### config.mk
export PLATFORM = sky130hd
export DESIGN_NAME = fft_readout_unit
export DESIGN_NICKNAME = d
export VERILOG_FILES = /design/src/rtl/fft_pkg.sv /design/src/rtl/skid_fifo_2.sv /design/src/rtl/fft_readout_unit.sv
export SDC_FILE = /design/constraint.sdc
export NUM_CORES = 1
export LEC_CHECK = 0
export ABC_AREA = 1
export CAP_MARGIN = 25
export CORE_UTILIZATION = 35
export DETAILED_ROUTE_END_ITERATION = 8
export GPL_TIMING_DRIVEN = 0
export SETUP_SLACK_MARGIN = 0.5
export SLEW_MARGIN = 20
export SYNTH_ARGS = -nofsm -noshare
export SYNTH_HDL_FRONTEND = slang
export SYNTH_SLANG_ARGS = --single-unit
export TNS_END_PERCENT = 10
### constraint.sdc
create_clock -name clk -period 2.2 [get_ports clk]
set_input_delay 0.44 -clock clk [delete_from_list [all_inputs] [get_ports clk]]
set_output_delay 0.44 -clock clk [all_outputs]
set_load 0.005 [all_outputs]
### src/rtl/fft_pkg.sv
// Shared FFT definitions: default sample/address widths, the readout state
// type and a bit-reverse helper used by the address generator, the loader and
// the readout unit.
package fft_pkg;

    localparam int unsigned FFT_DATA_W = 16;
    localparam int unsigned FFT_ADDR_W = 5;

    typedef enum logic [1:0] {
        RD_IDLE  = 2'd0,
        RD_RUN   = 2'd1,
        RD_FLUSH = 2'd2
    } rd_state_e;

    // Reverses the low 'width' bits of value; bits above 'width' return 0.
    function automatic logic [31:0] bitrev(input logic [31:0] value,
                                           input int unsigned width);
        logic [31:0] result;
        result = '0;
        for (int unsigned i = 0; i < 32; i++) begin
            if (i < width) begin
                result[5'(i)] = value[5'(width - 1 - i)];
            end
        end
        return result;
    endfunction

endpackage

### src/rtl/skid_fifo_2.sv
// Two-entry FIFO with a fall-through path when empty.
// Ports:
//   clk, clr            clock, synchronous active-high clear
//   in_valid, in_data   push side (no back-pressure; caller limits pushes)
//   out_valid/out_ready/out_data  pop side, valid/ready handshake
//   count               number of stored entries (0..2)
module skid_fifo_2 #(
    parameter int unsigned WIDTH = 32
) (
    input  logic             clk,
    input  logic             clr,
    input  logic             in_valid,
    input  logic [WIDTH-1:0] in_data,
    output logic             out_valid,
    input  logic             out_ready,
    output logic [WIDTH-1:0] out_data,
    output logic [1:0]       count
);

    logic [WIDTH-1:0] mem0_q, mem0_d;
    logic [WIDTH-1:0] mem1_q, mem1_d;
    logic             wr_ptr_q, wr_ptr_d;
    logic             rd_ptr_q, rd_ptr_d;
    logic [1:0]       count_q, count_d;
    logic             empty;
    logic             bypass;
    logic             drain;
    logic             store;

    always_comb begin
        mem0_d   = mem0_q;
        mem1_d   = mem1_q;
        wr_ptr_d = wr_ptr_q;
        rd_ptr_d = rd_ptr_q;

        empty     = (count_q == 2'd0);
        out_valid = !empty || in_valid;
        out_data  = '0;
        if (!empty) begin
            out_data = rd_ptr_q ? mem1_q : mem0_q;
        end else if (in_valid) begin
            out_data = in_data;
        end

        // An arriving word taken in the same cycle never occupies a slot,
        // which keeps occupancy at 0 during back-to-back streaming.
        bypass = empty && in_valid && out_ready;
        drain  = !empty && out_ready;
        // When full, a push is only accepted alongside a pop.
        store  = in_valid && !bypass && ((count_q != 2'd2) || drain);

        if (store) begin
            if (wr_ptr_q) begin
                mem1_d = in_data;
            end else begin
                mem0_d = in_data;
            end
            wr_ptr_d = ~wr_ptr_q;
        end
        if (drain) begin
            rd_ptr_d = ~rd_ptr_q;
        end
        count_d = count_q + {1'b0, store} - {1'b0, drain};
    end

    always_ff @(posedge clk) begin
        if (clr) begin
            mem0_q   <= '0;
            mem1_q   <= '0;
            wr_ptr_q <= 1'b0;
            rd_ptr_q <= 1'b0;
            count_q  <= '0;
        end else begin
            mem0_q   <= mem0_d;
            mem1_q   <= mem1_d;
            wr_ptr_q <= wr_ptr_d;
            rd_ptr_q <= rd_ptr_d;
            count_q  <= count_d;
        end
    end

    assign count = count_q;

endmodule

### src/rtl/fft_readout_unit.sv
// FFT result readout: on a rising edge of fft_done, reads all N = 2^ADDR_W
// bins from the result bank (bit-reversed or natural addressing) and streams
// them out in natural bin order over a valid/ready interface.
// Ports:
//   clk, clr                         clock, synchronous active-high reset
//   fft_done, bank_select            start level (edge-detected) and result bank
//   rd_en, rd_address, rd_bank       memory read request (data 1 cycle later)
//   rd_data                          {re, im} returned by the memory
//   out_valid/out_ready/out_data     output stream, out_index = bin number
//   out_index, out_last              bin number, high on bin N-1
//   busy, readout_done               in progress, one-cycle completion pulse
module fft_readout_unit
    import fft_pkg::*;
#(
    parameter int unsigned DATA_W = FFT_DATA_W,
    parameter int unsigned ADDR_W = FFT_ADDR_W,
    parameter bit          BITREV = 1'b1
) (
    input  logic                clk,
    input  logic                clr,
    input  logic                fft_done,
    input  logic                bank_select,
    output logic                rd_en,
    output logic [ADDR_W-1:0]   rd_address,
    output logic                rd_bank,
    input  logic [2*DATA_W-1:0] rd_data,
    output logic                out_valid,
    input  logic                out_ready,
    output logic [2*DATA_W-1:0] out_data,
    output logic [ADDR_W-1:0]   out_index,
    output logic                out_last,
    output logic                busy,
    output logic                readout_done
);

    rd_state_e         state_q, state_d;
    logic              fft_done_q, fft_done_d;
    logic              arm_q, arm_d;
    logic              bank_q, bank_d;
    logic [ADDR_W-1:0] k_q, k_d;
    logic              inflight_q, inflight_d;
    logic [ADDR_W-1:0] idx_q, idx_d;
    logic              readout_done_q, readout_done_d;

    logic [1:0]        fifo_count;
    logic              fifo_in_valid;
    logic              beat;
    logic              issue_ok;

    // A read returning during reset is dropped rather than pushed.
    assign fifo_in_valid = inflight_q && !clr;

    skid_fifo_2 #(
        .WIDTH(2 * DATA_W)
    ) u_fifo (
        .clk      (clk),
        .clr      (clr),
        .in_valid (fifo_in_valid),
        .in_data  (rd_data),
        .out_valid(out_valid),
        .out_ready(out_ready),
        .out_data (out_data),
        .count    (fifo_count)
    );

    always_comb begin
        state_d        = state_q;
        fft_done_d     = fft_done;
        arm_d          = 1'b1;
        bank_d         = bank_q;
        k_d            = k_q;
        idx_d          = idx_q;
        rd_en          = 1'b0;
        readout_done_d = 1'b0;

        beat     = out_valid && out_ready;
        issue_ok = ({1'b0, fifo_count} + {2'b00, inflight_q}) < 3'd2;

        if (beat) begin
            idx_d = idx_q + ADDR_W'(1);
        end

        unique case (state_q)
            RD_IDLE: begin
                // arm_q masks the first cycle after reset so a level already
                // high at release is not mistaken for an edge.
                if (arm_q && fft_done && !fft_done_q) begin
                    state_d = RD_RUN;
                    bank_d  = bank_select;
                    k_d     = '0;
                    idx_d   = '0;
                end
            end
            RD_RUN: begin
                if (issue_ok && !clr) begin
                    rd_en = 1'b1;
                    k_d   = k_q + ADDR_W'(1);
                    if (k_q == '1) begin
                        state_d = RD_FLUSH;
                    end
                end
            end
            RD_FLUSH: begin
                if (beat && out_last) begin
                    state_d        = RD_IDLE;
                    readout_done_d = 1'b1;
                end
            end
            default: state_d = RD_IDLE;
        endcase

        inflight_d = rd_en;
    end

    always_ff @(posedge clk) begin
        if (clr) begin
            state_q        <= RD_IDLE;
            fft_done_q     <= 1'b0;
            arm_q          <= 1'b0;
            bank_q         <= 1'b0;
            k_q            <= '0;
            inflight_q     <= 1'b0;
            idx_q          <= '0;
            readout_done_q <= 1'b0;
        end else begin
            state_q        <= state_d;
            fft_done_q     <= fft_done_d;
            arm_q          <= arm_d;
            bank_q         <= bank_d;
            k_q            <= k_d;
            inflight_q     <= inflight_d;
            idx_q          <= idx_d;
            readout_done_q <= readout_done_d;
        end
    end

    assign rd_address   = BITREV ? ADDR_W'(bitrev(32'(k_q), ADDR_W)) : k_q;
    assign rd_bank      = bank_q;
    assign out_index    = idx_q;
    assign out_last     = out_valid && (idx_q == '1);
    assign busy         = (state_q != RD_IDLE);
    assign readout_done = readout_done_q;

endmodule

==> flow_summary_export.csv <==
group,metric,value,unit
clocking,clock-root-buffer,"clkbuf_16",
floorplanning,die_w,118,um
timing,rsz0062_at_grt,"yes",
logic_synthesis,ys_types,24,
floorplanning,ios,85,
drt,routedWlPerCell,13.6,um
clocking,hold_buffers,0,
worst_setup_path,timing.rr.start,"u_fifo.count[1]",
finish,fin_cells,1056,
worst_setup_path,worst_ep_required_time,1.76,ns
timing,layout_min_cycle_time,2.10,ns
floorplanning,rows,41,
global_routing,busiest_layer,"met2",
clocking,cts.sinks,85,
logic_synthesis,syn_nets,800,
placement,place_inst,1013,
clocking,cts_tree,"done",
timing,fin_skew,0.00877,ns
timing,finalSetupViolations,0,
timing,finalMaxSlewViolations,0,
global_routing,grt_pass1_wl,23400,um
min_path,hp-class,"in -> reg",
logic_synthesis,ys_ff_latch,85,
global_routing,grt_pass1_vias,4592,
finish,final_layout_size_suffix_gt1_share,16.9,%
pwr,p_leak,3.15,nW
global_routing,overflow,0,
logic_synthesis,synth.avg_cell_area,6.20,um2
clocking,clkTransAtPathRegs,0.06,ns
global_routing,met2_usage,34.7,%
global_routing,use_met1,28.0,%
outcome,status,"complete, no violations",
worst_setup_path,end_kind,"output port",
timing,setup_ws,0.0971,ns
floorplanning,core_area,0.0129,mm2
global_routing,grt_antenna_before_repair,0,
worst_setup_path,startpoint_type,"flip-flop",
finish,finalNetCount,922,
drt,wirelength,14300,um
global_routing,track_usage,21.2,%
finish,n_antenna_cell,0,
placement,post-place-ws,-0.937,ns
global_routing,grt_max_degree,17,
drt,postRouteAntennaNets,0,
pwr,max-vdd-ir-drop,0.377,mV
timing,slew_headroom,61.3,%
pwr,p_per_area,738,mW/mm2
timing,hold_violations,0,
global_routing,use_met3,3.05,%
worst_setup_path,worstSetupPathType,"reg -> out",
timing,tightest_slew,0.581,ns
placement,dp_hpwl,9140,um
finish,final_cell_mix,"178 x inv_1, 149 x nand2_1, 86 x nor2_1",
min_path,min_from,"clr",
finish,final_common_cell,"inv_1",
timing,min_period_over_period,95.6,%
placement,gp_congestion,0.800,
finish,fill_cells,1321,
logic_synthesis,yosysWarnings,0,
run,drv_cap,0,
drt,firstDrtPassIters,7,
clocking,htreeDepth,3,
logic_synthesis,syn_area,0.00470,mm2
drt,num_vias,4933,
logic_synthesis,yosysSeqAreaShare,36.2,%
drt,remaining_drc_errors,0,
floorplanning,die_area,0.0139,mm2
placement,portBuffers,84,
finish,final_util,50.5,%
worst_setup_path,crit_arrival,1.66,ns
clocking,cts_buffer_depth,2,
drt,avgViaCountPerCell,4.67,
floorplanning,initial_core_util,36.5,%
timing,fmax,476,MHz
finish,area_growth,38.5,%
worst_setup_path,crit_start,"u_fifo.count[1]",
clocking,cts_made_buffers,9,
logic_synthesis,postSynthCellCount,757,
drt,drt_iter0_drc,251,
worst_setup_path,critPathMaxFanout,5,
floorplanning,die_h,118,um
clocking,clkLatencyLatePin,0.35,ns
worst max-delay path, cell delays in order, from the launching register on:
cell       delay, ns
dfxtp_4         0.36
nor2_4          0.20
buf_12          0.15
nand2_8         0.06
buf_6           0.13
clkbuf_16       0.16
o21ai_2         0.14
buf_2           0.12
registers in the layout (all words and copies together) (netlist names), 2 cells and up:
name and cells:
out_index 5, state_q 2, u_fifo.mem0_q 32, u_fifo.count 2, k_q 5, u_fifo.mem1_q 32
per-layer routing:
layer  routed length (um)  vias to the layer above
met2                 6570                      151
met3                  787                       21
met4                  253                        0
met1                 6700                     2179
li1                     -                     2582
met5                    0                        -
path summary, 6_finish.rpt:
path,endpoint,cells after the start,slack [ns]
setup reg to reg,u_fifo.count[1],10,0.37
hold reg to reg,rd_bank,2,0.48
hold / removal,u_fifo.count[0],2,0.37
setup / recovery,out_data[6],7,0.1
where the power goes:
part,switching [mW],leakage [nW],internal (mW),total [mW]
Clock,0.693,0.143,0.897,1.59
Sequential,0.0336,0.690,1.60,1.63
Combinational,0.830,2.32,0.750,1.58
per-stage QoR:
stage | hold slack (ns) | TNS (ns) | instance area, um2 | power, mW
after floorplan | 0.467 | 0 | 4700 | 2.23
after global placement | 0.470 | -27.65 | 5750 | 2.68
after detailed placement | 0.476 | -27.57 | 5750 | 2.68
after CTS | 0.369 | 0 | 6420 | 4.72
after global routing | 0.385 | 0 | 6510 | 5.00
final | 0.371 | 0 | 6510 | 4.80
area by class of cell:
class	count	area (um2)	area share, %
Multi-Input combinational cell	442	2240	34.4
Sequential cell	85	1710	26.3
Timing Repair Buffer	111	975	15.0
Inverter	182	683	10.5
Buffer	48	375	5.77
Clock buffer	9	225	3.46
Tap cell	172	215	3.31
Clock inverter	7	80.1	1.23
cells in the mapped netlist:
library cell  number  area [um2]
a21boi_0           1        7.51
a21oi_1           40         200
a22oi_1            2        15.0
and3_1             3        18.8
buf_1              5        18.8
buf_2             17        85.1
buf_4              1        7.51
buf_6              5        56.3
clkbuf_1          20        75.1
dfxtp_1           85        1700
ha_1               6        75.1
inv_1            179         672
inv_2              3        11.3
nand2_1          150         563
nand2_2            1        6.26
nand3_1            8        40.0
nand3_2            1        10.0
nand4_1           64         400
nor2_1            87         327
nor2_2             1        6.26
o21a_1             1        7.51
o21ai_0           75         375
o21ai_2            1        8.76
xor2_1             1        8.76
repair_timing:
action                                  in CTS  in global routing
endpoints found under the hold margin        0                  0
buffers inserted                            16                  8
pin swaps                                    3                  4
gates cloned                                 3                  0
endpoints found under the setup margin     113                 98
gates resized for setup                    248                 19
logic make-up (layout without fill, tap and decap cells):
group / Yosys count / after routing / synth area share, %
AND/OR/NAND/NOR: 315 / 315 / 29.2
adder cells (fa/ha/maj): 6 / 6 / 1.60
buffers and inverters: 230 / 357 / 19.7
flip-flops: 85 / 85 / 36.2
XOR/XNOR: 1 / 1 / 0.187
AO/OA/AOI/OAI: 120 / 120 / 13.1
No activity file was read; power rests on OpenSTA's default activity.
